--- config.mk ---
export PLATFORM = sky130hd
export DESIGN_NAME = instr_mem_ctrl
export DESIGN_NICKNAME = d
export VERILOG_FILES = /design/src/rtl/instr_mem_pkg.sv /design/src/rtl/instr_ram.sv /design/src/rtl/instr_mem_ctrl.sv
export SDC_FILE = /design/constraint.sdc
export NUM_CORES = 2
export LEC_CHECK = 0
export ABC_AREA = 1
export CAP_MARGIN = 20
export CORE_UTILIZATION = 30
export CTS_CLUSTER_SIZE = 30
export DETAILED_ROUTE_END_ITERATION = 8
export PLACE_DENSITY = 0.48
export SLEW_MARGIN = 25
export SYNTH_ARGS = -nofsm -noshare
export SYNTH_HDL_FRONTEND = slang
export SYNTH_HIERARCHICAL = 1
export SYNTH_SLANG_ARGS = --single-unit
--- constraint.sdc ---
create_clock -name clk -period 3.1 [get_ports clk]
set_input_delay 0.62 -clock clk [delete_from_list [all_inputs] [get_ports clk]]
set_output_delay 0.62 -clock clk [all_outputs]
set_load 0.05 [all_outputs]
--- src/rtl/instr_mem_pkg.sv ---
// Shared definitions for the instruction memory controller: the 5-bit opcode
// set, the general-register codes, the controller state encoding and a few
// small helpers for picking apart 16-bit instruction words.
package instr_mem_pkg;

    localparam int OPCODE_W = 5;
    localparam int REG_W    = 3;

    // Opcode constants; NOP is all-zero so an all-zero fill word is a NOP.
    localparam logic [OPCODE_W-1:0] OP_NOP   = 5'b00000;
    localparam logic [OPCODE_W-1:0] OP_HALT  = 5'b00001;
    localparam logic [OPCODE_W-1:0] OP_LOAD  = 5'b00010;
    localparam logic [OPCODE_W-1:0] OP_STORE = 5'b00011;
    localparam logic [OPCODE_W-1:0] OP_ADDI  = 5'b00100;
    localparam logic [OPCODE_W-1:0] OP_SUBI  = 5'b00101;
    localparam logic [OPCODE_W-1:0] OP_ADD   = 5'b00110;
    localparam logic [OPCODE_W-1:0] OP_SUB   = 5'b00111;
    localparam logic [OPCODE_W-1:0] OP_AND   = 5'b01000;
    localparam logic [OPCODE_W-1:0] OP_OR    = 5'b01001;
    localparam logic [OPCODE_W-1:0] OP_XOR   = 5'b01010;
    localparam logic [OPCODE_W-1:0] OP_SHL   = 5'b01011;
    localparam logic [OPCODE_W-1:0] OP_SHR   = 5'b01100;
    localparam logic [OPCODE_W-1:0] OP_CMP   = 5'b01101;
    localparam logic [OPCODE_W-1:0] OP_BZ    = 5'b01110;
    localparam logic [OPCODE_W-1:0] OP_BNZ   = 5'b01111;
    localparam logic [OPCODE_W-1:0] OP_JUMP  = 5'b10000;
    localparam logic [OPCODE_W-1:0] OP_CALL  = 5'b10001;
    localparam logic [OPCODE_W-1:0] OP_RET   = 5'b10010;

    // General-register codes.
    localparam logic [REG_W-1:0] GR0 = 3'd0;
    localparam logic [REG_W-1:0] GR1 = 3'd1;
    localparam logic [REG_W-1:0] GR2 = 3'd2;
    localparam logic [REG_W-1:0] GR3 = 3'd3;
    localparam logic [REG_W-1:0] GR4 = 3'd4;
    localparam logic [REG_W-1:0] GR5 = 3'd5;
    localparam logic [REG_W-1:0] GR6 = 3'd6;
    localparam logic [REG_W-1:0] GR7 = 3'd7;

    // Controller state encoding.
    localparam logic [1:0] ST_IDLE = 2'd0;
    localparam logic [1:0] ST_LOAD = 2'd1;
    localparam logic [1:0] ST_RUN  = 2'd2;

    // Field layout of a 16-bit instruction word.
    typedef struct packed {
        logic [OPCODE_W-1:0] opcode;
        logic [REG_W-1:0]    rd;
        logic [7:0]          imm;
    } instr_fields_t;

    function automatic logic [OPCODE_W-1:0] opcode_of(input logic [15:0] word);
        instr_fields_t f;
        f = word;
        return f.opcode;
    endfunction

    function automatic logic is_nop(input logic [15:0] word);
        return opcode_of(word) == OP_NOP;
    endfunction

endpackage

--- src/rtl/instr_ram.sv ---
// Instruction storage: one synchronous write port, one synchronous read port.
// Contents are never cleared; the read register only updates on rd_en so the
// last read word stays on rd_data while the reader is stalled.
module instr_ram
    import instr_mem_pkg::*;
#(
    parameter int DATA_W = 16,
    parameter int ADDR_W = 8
) (
    input  logic              clk,
    input  logic              wr_en,
    input  logic [ADDR_W-1:0] wr_addr,
    input  logic [DATA_W-1:0] wr_data,
    input  logic              rd_en,
    input  logic [ADDR_W-1:0] rd_addr,
    output logic [DATA_W-1:0] rd_data
);

    logic [DATA_W-1:0] mem [0:(1<<ADDR_W)-1];

    // Write port.
    always_ff @(posedge clk) begin
        if (wr_en) begin
            mem[wr_addr] <= wr_data;
        end
    end

    // Read port; holds the previous word when not enabled.
    always_ff @(posedge clk) begin
        if (rd_en) begin
            rd_data <= mem[rd_addr];
        end
    end

endmodule

--- src/rtl/instr_mem_ctrl.sv ---
// Instruction memory controller: streams a program into instr_ram at address 0
// upward, then serves single-cycle-latency fetches. Words at or beyond the
// loaded count read back as FILL_INSTR, so stale contents from earlier loads
// are never visible. A stalled fetch holds its outputs.
module instr_mem_ctrl
    import instr_mem_pkg::*;
#(
    parameter int                DATA_W     = 16,
    parameter int                ADDR_W     = 8,
    parameter logic [DATA_W-1:0] FILL_INSTR = '0
) (
    input  logic              clk,
    input  logic              rst,
    input  logic              load_start,
    input  logic              load_valid,
    input  logic [DATA_W-1:0] load_data,
    input  logic              load_last,
    output logic              load_ready,
    output logic              load_done,
    output logic [ADDR_W:0]   load_count,
    input  logic              fetch_req,
    input  logic [ADDR_W-1:0] fetch_addr,
    input  logic              fetch_stall,
    output logic              fetch_valid,
    output logic [DATA_W-1:0] fetch_instr,
    output logic              busy
);

    localparam logic [ADDR_W-1:0] LAST_ADDR = '1;

    logic [1:0]        state;
    logic [ADDR_W-1:0] wr_ptr;
    logic              wr_en;
    logic              load_end;
    logic              rd_en;
    logic              in_range;
    logic              sel_ram_p1;
    logic [DATA_W-1:0] ram_rd_data;

    // A word is written only in LOAD, and never in a cycle that restarts the
    // load or resets the block.
    assign wr_en    = (state == ST_LOAD) && load_valid && !load_start && !rst;
    assign load_end = wr_en && (load_last || (wr_ptr == LAST_ADDR));

    // Only fetches that will actually be answered touch the read port, so the
    // RAM output register doubles as the held fetch word.
    assign rd_en    = (state == ST_RUN) && fetch_req && !fetch_stall && !load_start && !rst;
    assign in_range = ({1'b0, fetch_addr} < load_count);

    assign load_ready = (state == ST_LOAD);
    assign busy       = (state == ST_LOAD);

    // Final output mux: the RAM word when the registered fetch hit loaded
    // memory, otherwise the fill word.
    assign fetch_instr = sel_ram_p1 ? ram_rd_data : FILL_INSTR;

    instr_ram #(
        .DATA_W (DATA_W),
        .ADDR_W (ADDR_W)
    ) u_ram (
        .clk     (clk),
        .wr_en   (wr_en),
        .wr_addr (wr_ptr),
        .wr_data (load_data),
        .rd_en   (rd_en),
        .rd_addr (fetch_addr),
        .rd_data (ram_rd_data)
    );

    // Load FSM: pointer, count and the one-cycle completion pulse. The pointer
    // is left on the last address at completion rather than wrapping.
    always_ff @(posedge clk) begin
        if (rst) begin
            state      <= ST_IDLE;
            wr_ptr     <= '0;
            load_count <= '0;
            load_done  <= 1'b0;
        end else begin
            load_done <= 1'b0;
            if (load_start) begin
                state      <= ST_LOAD;
                wr_ptr     <= '0;
                load_count <= '0;
            end else if (wr_en) begin
                load_count <= load_count + 1'b1;
                if (load_end) begin
                    state     <= ST_RUN;
                    load_done <= 1'b1;
                end else begin
                    wr_ptr <= wr_ptr + 1'b1;
                end
            end
        end
    end

    // Fetch response stage: valid flag and RAM/fill select, with stall hold.
    always_ff @(posedge clk) begin
        if (rst) begin
            fetch_valid <= 1'b0;
            sel_ram_p1  <= 1'b0;
        end else if (load_start || (state != ST_RUN)) begin
            fetch_valid <= 1'b0;
            sel_ram_p1  <= 1'b0;
        end else if (fetch_stall) begin
            fetch_valid <= fetch_valid;
            sel_ram_p1  <= sel_ram_p1;
        end else if (fetch_req) begin
            fetch_valid <= 1'b1;
            sel_ram_p1  <= in_range;
        end else begin
            fetch_valid <= 1'b0;
        end
    end

endmodule

## After elaboration in Yosys (flattened, before gate mapping)

Memory sizes are Yosys's and may differ from the RTL's. A register that Yosys moved wholly into a read port is not among the register bits.
Cells that the tools add are included.
Widths: inputs -> output; s select.

| storage, ports and cells | value |
|---|---|
| register bits | 22 |
| RAM bits | 4096 |
| input bits | 31 |
| output and inout port bits | 29 |
| logic and storage cells | 48 |
| memories kept | 1 |

| operators by class | value |
|---|---|
| add/subtract/negate cells | 2 |
| $lt $le $gt $ge | 1 |
| equality and inequality tests | 4 |
| muxes and demuxes | 8 |
| bitwise operators | 3 |
| reduce and logical (&&, ||, !) cells | 22 |

Memories:

| memory | words | bits a word | rd ports | clocked after Yosys merged registers in | write ports | line | RTL |
|---|---|---|---|---|---|---|---|
| u_ram.mem | 256 | 16 | 1 | 1 | 1 | instr_ram.sv:19 | `logic [DATA_W-1:0] mem [0:(1<<ADDR_W)-1];` |

Operators with widths:

| kind | count |
|---|---|
| $mux 16 | 1 |
| $add 9x1->9 const B | 1 |
| $lt 8x9->1 | 1 |
| $add 8x1->8 const B | 1 |
| $eq 8x8->1 const B | 1 |
| $logic_and 1x1->1 | 8 |
| $reduce_and 2->1 | 4 |
| $mux 1 | 7 |
| $reduce_bool 2->1 | 2 |
| $reduce_or 2->1 | 2 |
| $logic_not 1->1 | 3 |
| $not 1->1 | 3 |
| $reduce_or 3->1 | 1 |
| $eq 2x1->1 const B | 1 |
| $eq 2x2->1 const B | 1 |
| $logic_or 1x1->1 | 2 |
| $ne 2x2->1 const B | 1 |

## Depth between registers and ports, before layout

| logic depth | value |
|---|---|
| depth in word-level cells | 8 |
| mapped depth | 15 |
| gate-level depth less buffers | 11 |

## Cells and area by module

Netlist, hierarchy kept.

By module, submodules not included:

| module | instances | cells each | area each (sq um) | seq. area each (sq um) |
|---|---|---|---|---|
| instr_ram | 1 | 13617 | 165866.6 | 123478.4 |
| instr_mem_ctrl | 1 | 230 | 1433.9 | 440.4 |

## Worst setup path before layout

OpenSTA, ideal clock, no wires.

| path | value |
|---|---|
| path kind | input -> register |
| start point | input port load_start |
| end point | memory u_ram.mem[164][0], enable pin |
| setup time | 0.388 ns |
| arrival time | 2.515 ns |
| data required time | 2.712 ns |
| path slack | 0.196 ns |
| cell stages on the path | 7 |
| buffers on the path | 2 |
| cells stage by stage | nor2_4 > inv_2 > nor2_8 > clkbuf_1 > nand3_1 > clkbuf_1 > nor2_1 |

| between the ends | value |
|---|---|
| cells in the longest elaborated chain, start to end | 5 |

Ends and longest elaborated chain:

| element | line | RTL |
|---|---|---|
| start, declared | instr_mem_ctrl.sv:14 | `input logic load_start,` |
| $logic_not 1->1 | instr_mem_ctrl.sv:42 | `assign wr_en = (state == ST_LOAD) && load_valid && !load_start && !rst;` |
| $logic_and 1x1->1 (2 in a row) | instr_mem_ctrl.sv:42 |  |
| named net wr_en | instr_mem_ctrl.sv:33 | `logic wr_en;` |
| $mux 1 | instr_ram.sv:23 | `if (wr_en) begin` |
| $mux 1 (not written as such) | instr_ram.sv:24 | `mem[wr_addr] <= wr_data;` |
| end, declared | instr_ram.sv:19 |  |

The timed path passes the listed nets, and every way through them passes these cells.

## Worst setup path in the final report

| path | value |
|---|---|
| start point | register sel_ram_p1 |
| end point | output port fetch_instr[0] |

| between the ends | value |
|---|---|
| cells in the longest elaborated chain, start to end | 1 |

Ends and longest elaborated chain:

| element | line | RTL |
|---|---|---|
| start, declared | instr_mem_ctrl.sv:37 | `logic sel_ram_p1;` |
| start signal, assigned | instr_mem_ctrl.sv:106 | `sel_ram_p1 <= sel_ram_p1;` |
| start signal, assigned | instr_mem_ctrl.sv:109 | `sel_ram_p1 <= in_range;` |
| $mux 16 | instr_mem_ctrl.sv:55 | `assign fetch_instr = sel_ram_p1 ? ram_rd_data : FILL_INSTR;` |
| end, declared | instr_mem_ctrl.sv:25 | `output logic [DATA_W-1:0] fetch_instr,` |

No other way between the ends.

==> insert_results.sql <==
INSERT INTO impl_metrics (metric_group, metric, value, unit) VALUES
('routing', 'drc_violations_left', '0', ''),
('critical_path', 'critical_path.max_fanout', '10', ''),
('routing', 'drtIter0Drc', '11190', ''),
('clock_network', 'cts.clk_slew.worst_paths', '60', 'ps'),
('critical_path', 'criticalPathCategory', 'flip-flop to output port', ''),
('timing', 'finalHoldViolations', '0', ''),
('timing', 'timing.final.crit_share', '96.30', '%'),
('timing', 'grt_setup_unrepaired', 'false', ''),
('synth', 'ys_warn_count', '6', ''),
('timing', 'setup_viol_count_final', '0', ''),
('routing', 'wire_length_after_detailed_routing', '543600', 'um'),
('routing', 'antenna_left', '0', ''),
('global_route', 'global_route_wire_length_before_repair', '780300', 'um'),
('power', 'design_power_total', '0.1216', 'W'),
('power', 'worst_ir_drop_vdd', '0.5277', 'mV'),
('power', 'power_switching', '0.02820', 'W'),
('routing', 'via_count', '110600', ''),
('power', 'clock_power_share', '42.8', '%'),
('timing', 'timing.final.max_slew_violations', '0', ''),
('global_route', 'grt_start_max_net_pins', '89', ''),
('placed_design', 'place_worst_setup_slack', '-628.5', 'ps'),
('timing', 'fin_worst_skew', '60.22', 'ps'),
('global_route', 'grtUsageTotal', '18.83', '%'),
('power', 'sequentialPowerShare', '50.5', '%'),
('die', 'io_pins', '60', ''),
('synth', 'avgSynthCellArea', '12.08', 'um2'),
('final_layout', 'most-common-layout-cells', 'nand2_1, edfxtp_1, nand3_1, buf_4, buf_12', ''),
('placed_design', 'place_inst', '21530', ''),
('routing', 'avgViaCountPerCell', '4.948', ''),
('die', 'die-height', '748.8', 'um'),
('final_layout', 'post_layout_nonfiller_instances', '22350', ''),
('clock_network', 'numCtsBuffers', '437', ''),
('synth', 'yosysSeqAreaShare', '74.07', '%'),
('clock_network', 'clk-insertion-delay-late', '1060', 'ps'),
('clock_network', 'clock_sink_count', '4134', ''),
('placed_design', 'port-buffer-count', '59', ''),
('synth', 'syn_nets', '13890', ''),
('placed_design', 'finalWeightedCongestion', '0.8413', ''),
('critical_path', 'arrival', '2370', 'ps'),
('critical_path', 'critPathRequiredTime', '2480', 'ps'),
('timing', 'layout_min_cycle_time', '2985', 'ps'),
('power', 'cellInternalPower', '0.09338', 'W'),
('die', 'initial_core_util', '30.20', '%'),
('power', 'p_leak', '70.15', 'nW'),
('placed_design', 'dpl.hpwl', '334900', 'um'),
('synth', 'number_of_distinct_library_cell_variants_in_the_gate_level_netlist_after_synthesis', '27', ''),
('die', 'die_span_in_x', '748.8', 'um'),
('die', 'dieArea', '0.5607', 'mm2'),
('die', 'core_region_area', '0.5540', 'mm2'),
('critical_path', 'worst_setup_path_end_kind', 'output port', ''),
('timing', 'finalWorstSetupSlack', '114.8', 'ps'),
('clock_network', 'post_cts_buffers', '0', ''),
('hold_path', 'worstHoldPathType', 'input port to flip-flop', ''),
('timing', 'slew-limit-headroom', '31.29', '%'),
('timing', 'worst_pin_slew', '1031', 'ps'),
('routing', 'dr.pass1.iters', '8', ''),
('timing', 'clock.fmax', '335.0', 'MHz'),
('job', 'drv_cap', '0', ''),
('global_route', 'globalRoute.totalOverflow', '0', ''),
('global_route', 'vias_in_the_first_global_route', '105700', ''),
('power', 'power_per_cell_area', '605.0', 'mW/mm2'),
('critical_path', 'critical_path.startpoint_type', 'flip-flop', ''),
('clock_network', 'cts_tree', 'yes', ''),
('final_layout', 'drive_gt1_share', '12.54', '%'),
('clock_network', 'cts.htree.levels', '5', ''),
('routing', 'routed_wire_length_per_instance', '24.32', 'um'),
('clock_network', 'cts_root_buf', 'clkbuf_16', ''),
('synth', 'post_synthesis_cell_area', '0.1673', 'mm2'),
('power', 'portion_of_total_power_attributed_to_combinational_logic', '6.7', '%'),
('timing', 'finalHoldWorstSlack', '71.71', 'ps'),
('final_layout', 'finish.net_count', '14600', ''),
('clock_network', 'clock_tree.buffer_depth', '4', ''),
('synth', 'ys_seq_elements', '4134', ''),
('final_layout', 'area.growth.synth_to_final', '20.13', '%'),
('status', 'run_status', 'finished, final reports clean', ''),
('final_layout', 'most_frequent_standard_cell_in_the_layout_excluding_fill_and_tap_cells', 'nand2_1', ''),
('power', 'switching_share', '23.20', '%'),
('die', 'num_rows', '273', ''),
('global_route', 'antenna_violations_before_repair', '33', ''),
('synth', 'synth_cells', '13850', ''),
('timing', 'tns', '0', 'ps');
-- timing repair --
item	CTS	global route
hold endpoints to repair	165	0
hold buffers	10	0
gates resized for setup	8	0
setup endpoints to repair	18	0
-- kinds of logic (layout without fill, tap and decap cells) --
kind of cell | after synthesis | count (layout) | synth area share (%)
AOI/OAI and AO/OA | 28 | 28 | 0.08376
xor gates and xnor gates | 3 | 3 | 0.01571
adders and majority gates | 9 | 9 | 0.06731
buffers and inverters | 1021 | 2087 | 3.288
DFF | 4134 | 4134 | 74.07
other | 0 | 12 | 0
and+or+nand+nor | 8652 | 8652 | 22.48
-- layout make-up --
class	instances	area, um2
Antenna cell	12	30.03
Clock buffer	534	11490
Clock inverter	263	2485
Fill cell	53870	353100
Inverter	80	356.6
Multi-Input combinational cell	8692	38060
Sequential cell	4134	123900
Tap cell	7425	9290
Timing Repair Buffer	1210	15340
-- synth_stat cells --
| master | number | area share, % |
|---|---|---|
| a21oi_1 | 19 | 0.057 |
| buf_1 | 70 | 0.16 |
| buf_12 | 1 | 0.012 |
| buf_2 | 495 | 1.5 |
| buf_4 | 164 | 0.74 |
| buf_6 | 53 | 0.36 |
| buf_8 | 1 | 0.0090 |
| clkbuf_1 | 157 | 0.35 |
| dfxtp_1 | 22 | 0.26 |
| edfxtp_1 | 4112 | 74 |
| ha_1 | 9 | 0.067 |
| inv_1 | 74 | 0.17 |
| inv_2 | 3 | 0.0067 |
| inv_4 | 3 | 0.011 |
| nand2_1 | 4298 | 9.6 |
| nand2_2 | 1 | 0.0037 |
| nand3_1 | 4042 | 12 |
| nand3_2 | 2 | 0.012 |
| nand3b_1 | 3 | 0.013 |
| nor2_1 | 302 | 0.68 |
| nor2_4 | 1 | 0.0067 |
| nor2_8 | 2 | 0.024 |
| o21ai_0 | 8 | 0.024 |
| o21ai_1 | 1 | 0.0030 |
| or2_2 | 1 | 0.0037 |
| xnor2_1 | 1 | 0.0052 |
| xor2_1 | 2 | 0.010 |
-- path summary, 6_finish.rpt --
| check | endpoint | cells past startpoint | start | slack [ps] |
|---|---|---|---|---|
| setup / recovery | fetch_instr[0] | 5 | sel_ram_p1 | 110 |
| hold / removal | u_ram/mem[88][0] | 1 | load_data[0] | 70 |
| setup reg to reg | u_ram/mem[234][11] | 6 | state[0] | 630 |
| hold reg to reg | fetch_valid | 2 | fetch_valid | 460 |
-- registers in the layout, indices dropped and copies added, names as in the netlist --
register       cells
u_ram/mem       4096
u_ram/rd_data     16
load_count         9
wr_ptr             8
state              2
fetch_valid        1
load_done          1
sel_ram_p1         1
-- layer usage --
| layer | vias up | wire length [um] | share of wire (%) | GRT usage [%] |
|---|---|---|---|---|
| li1 | 50870 | - | - | - |
| met1 | 55610 | 240400 | 44 | 26.47 |
| met2 | 3434 | 257000 | 47 | 30.95 |
| met3 | 675 | 30420 | 5.6 | 2.147 |
| met4 | 0 | 15820 | 2.9 | 5.047 |
| met5 | - | 0 | 0 | 0 |
-- metrics by stage --
step	utilization (%)	cell area (um2)
detailed placement	33.73	186900
floorplan	-	167300
global placement	33.73	186900
global route	36.27	200900
finish	36.27	201000
CTS	36.27	200900
-- power groups by stage --
| stage | clock (W) | combinational, W | sequential [W] |
|---|---|---|---|
| 6_report | 0.0520 | 0.00812 | 0.0614 |
| 5_1_grt | 0.0550 | 0.00870 | 0.0614 |
| 4_1_cts | 0.0530 | 0.00818 | 0.0614 |
| 3_5_place_dp | 0 | 0.00816 | 0.0626 |
| 3_3_place_gp | 0 | 0.00816 | 0.0626 |
| 2_1_floorplan | 0 | 0.00371 | 0.0626 |
-- critical path, cell delays in order (launching register included) --
cell	delay, ps
dfxtp_4	470
buf_4	220
buf_4	230
nand2_1	80
inv_1	140
buf_12	150
Power figures use the tool's default switching activity.
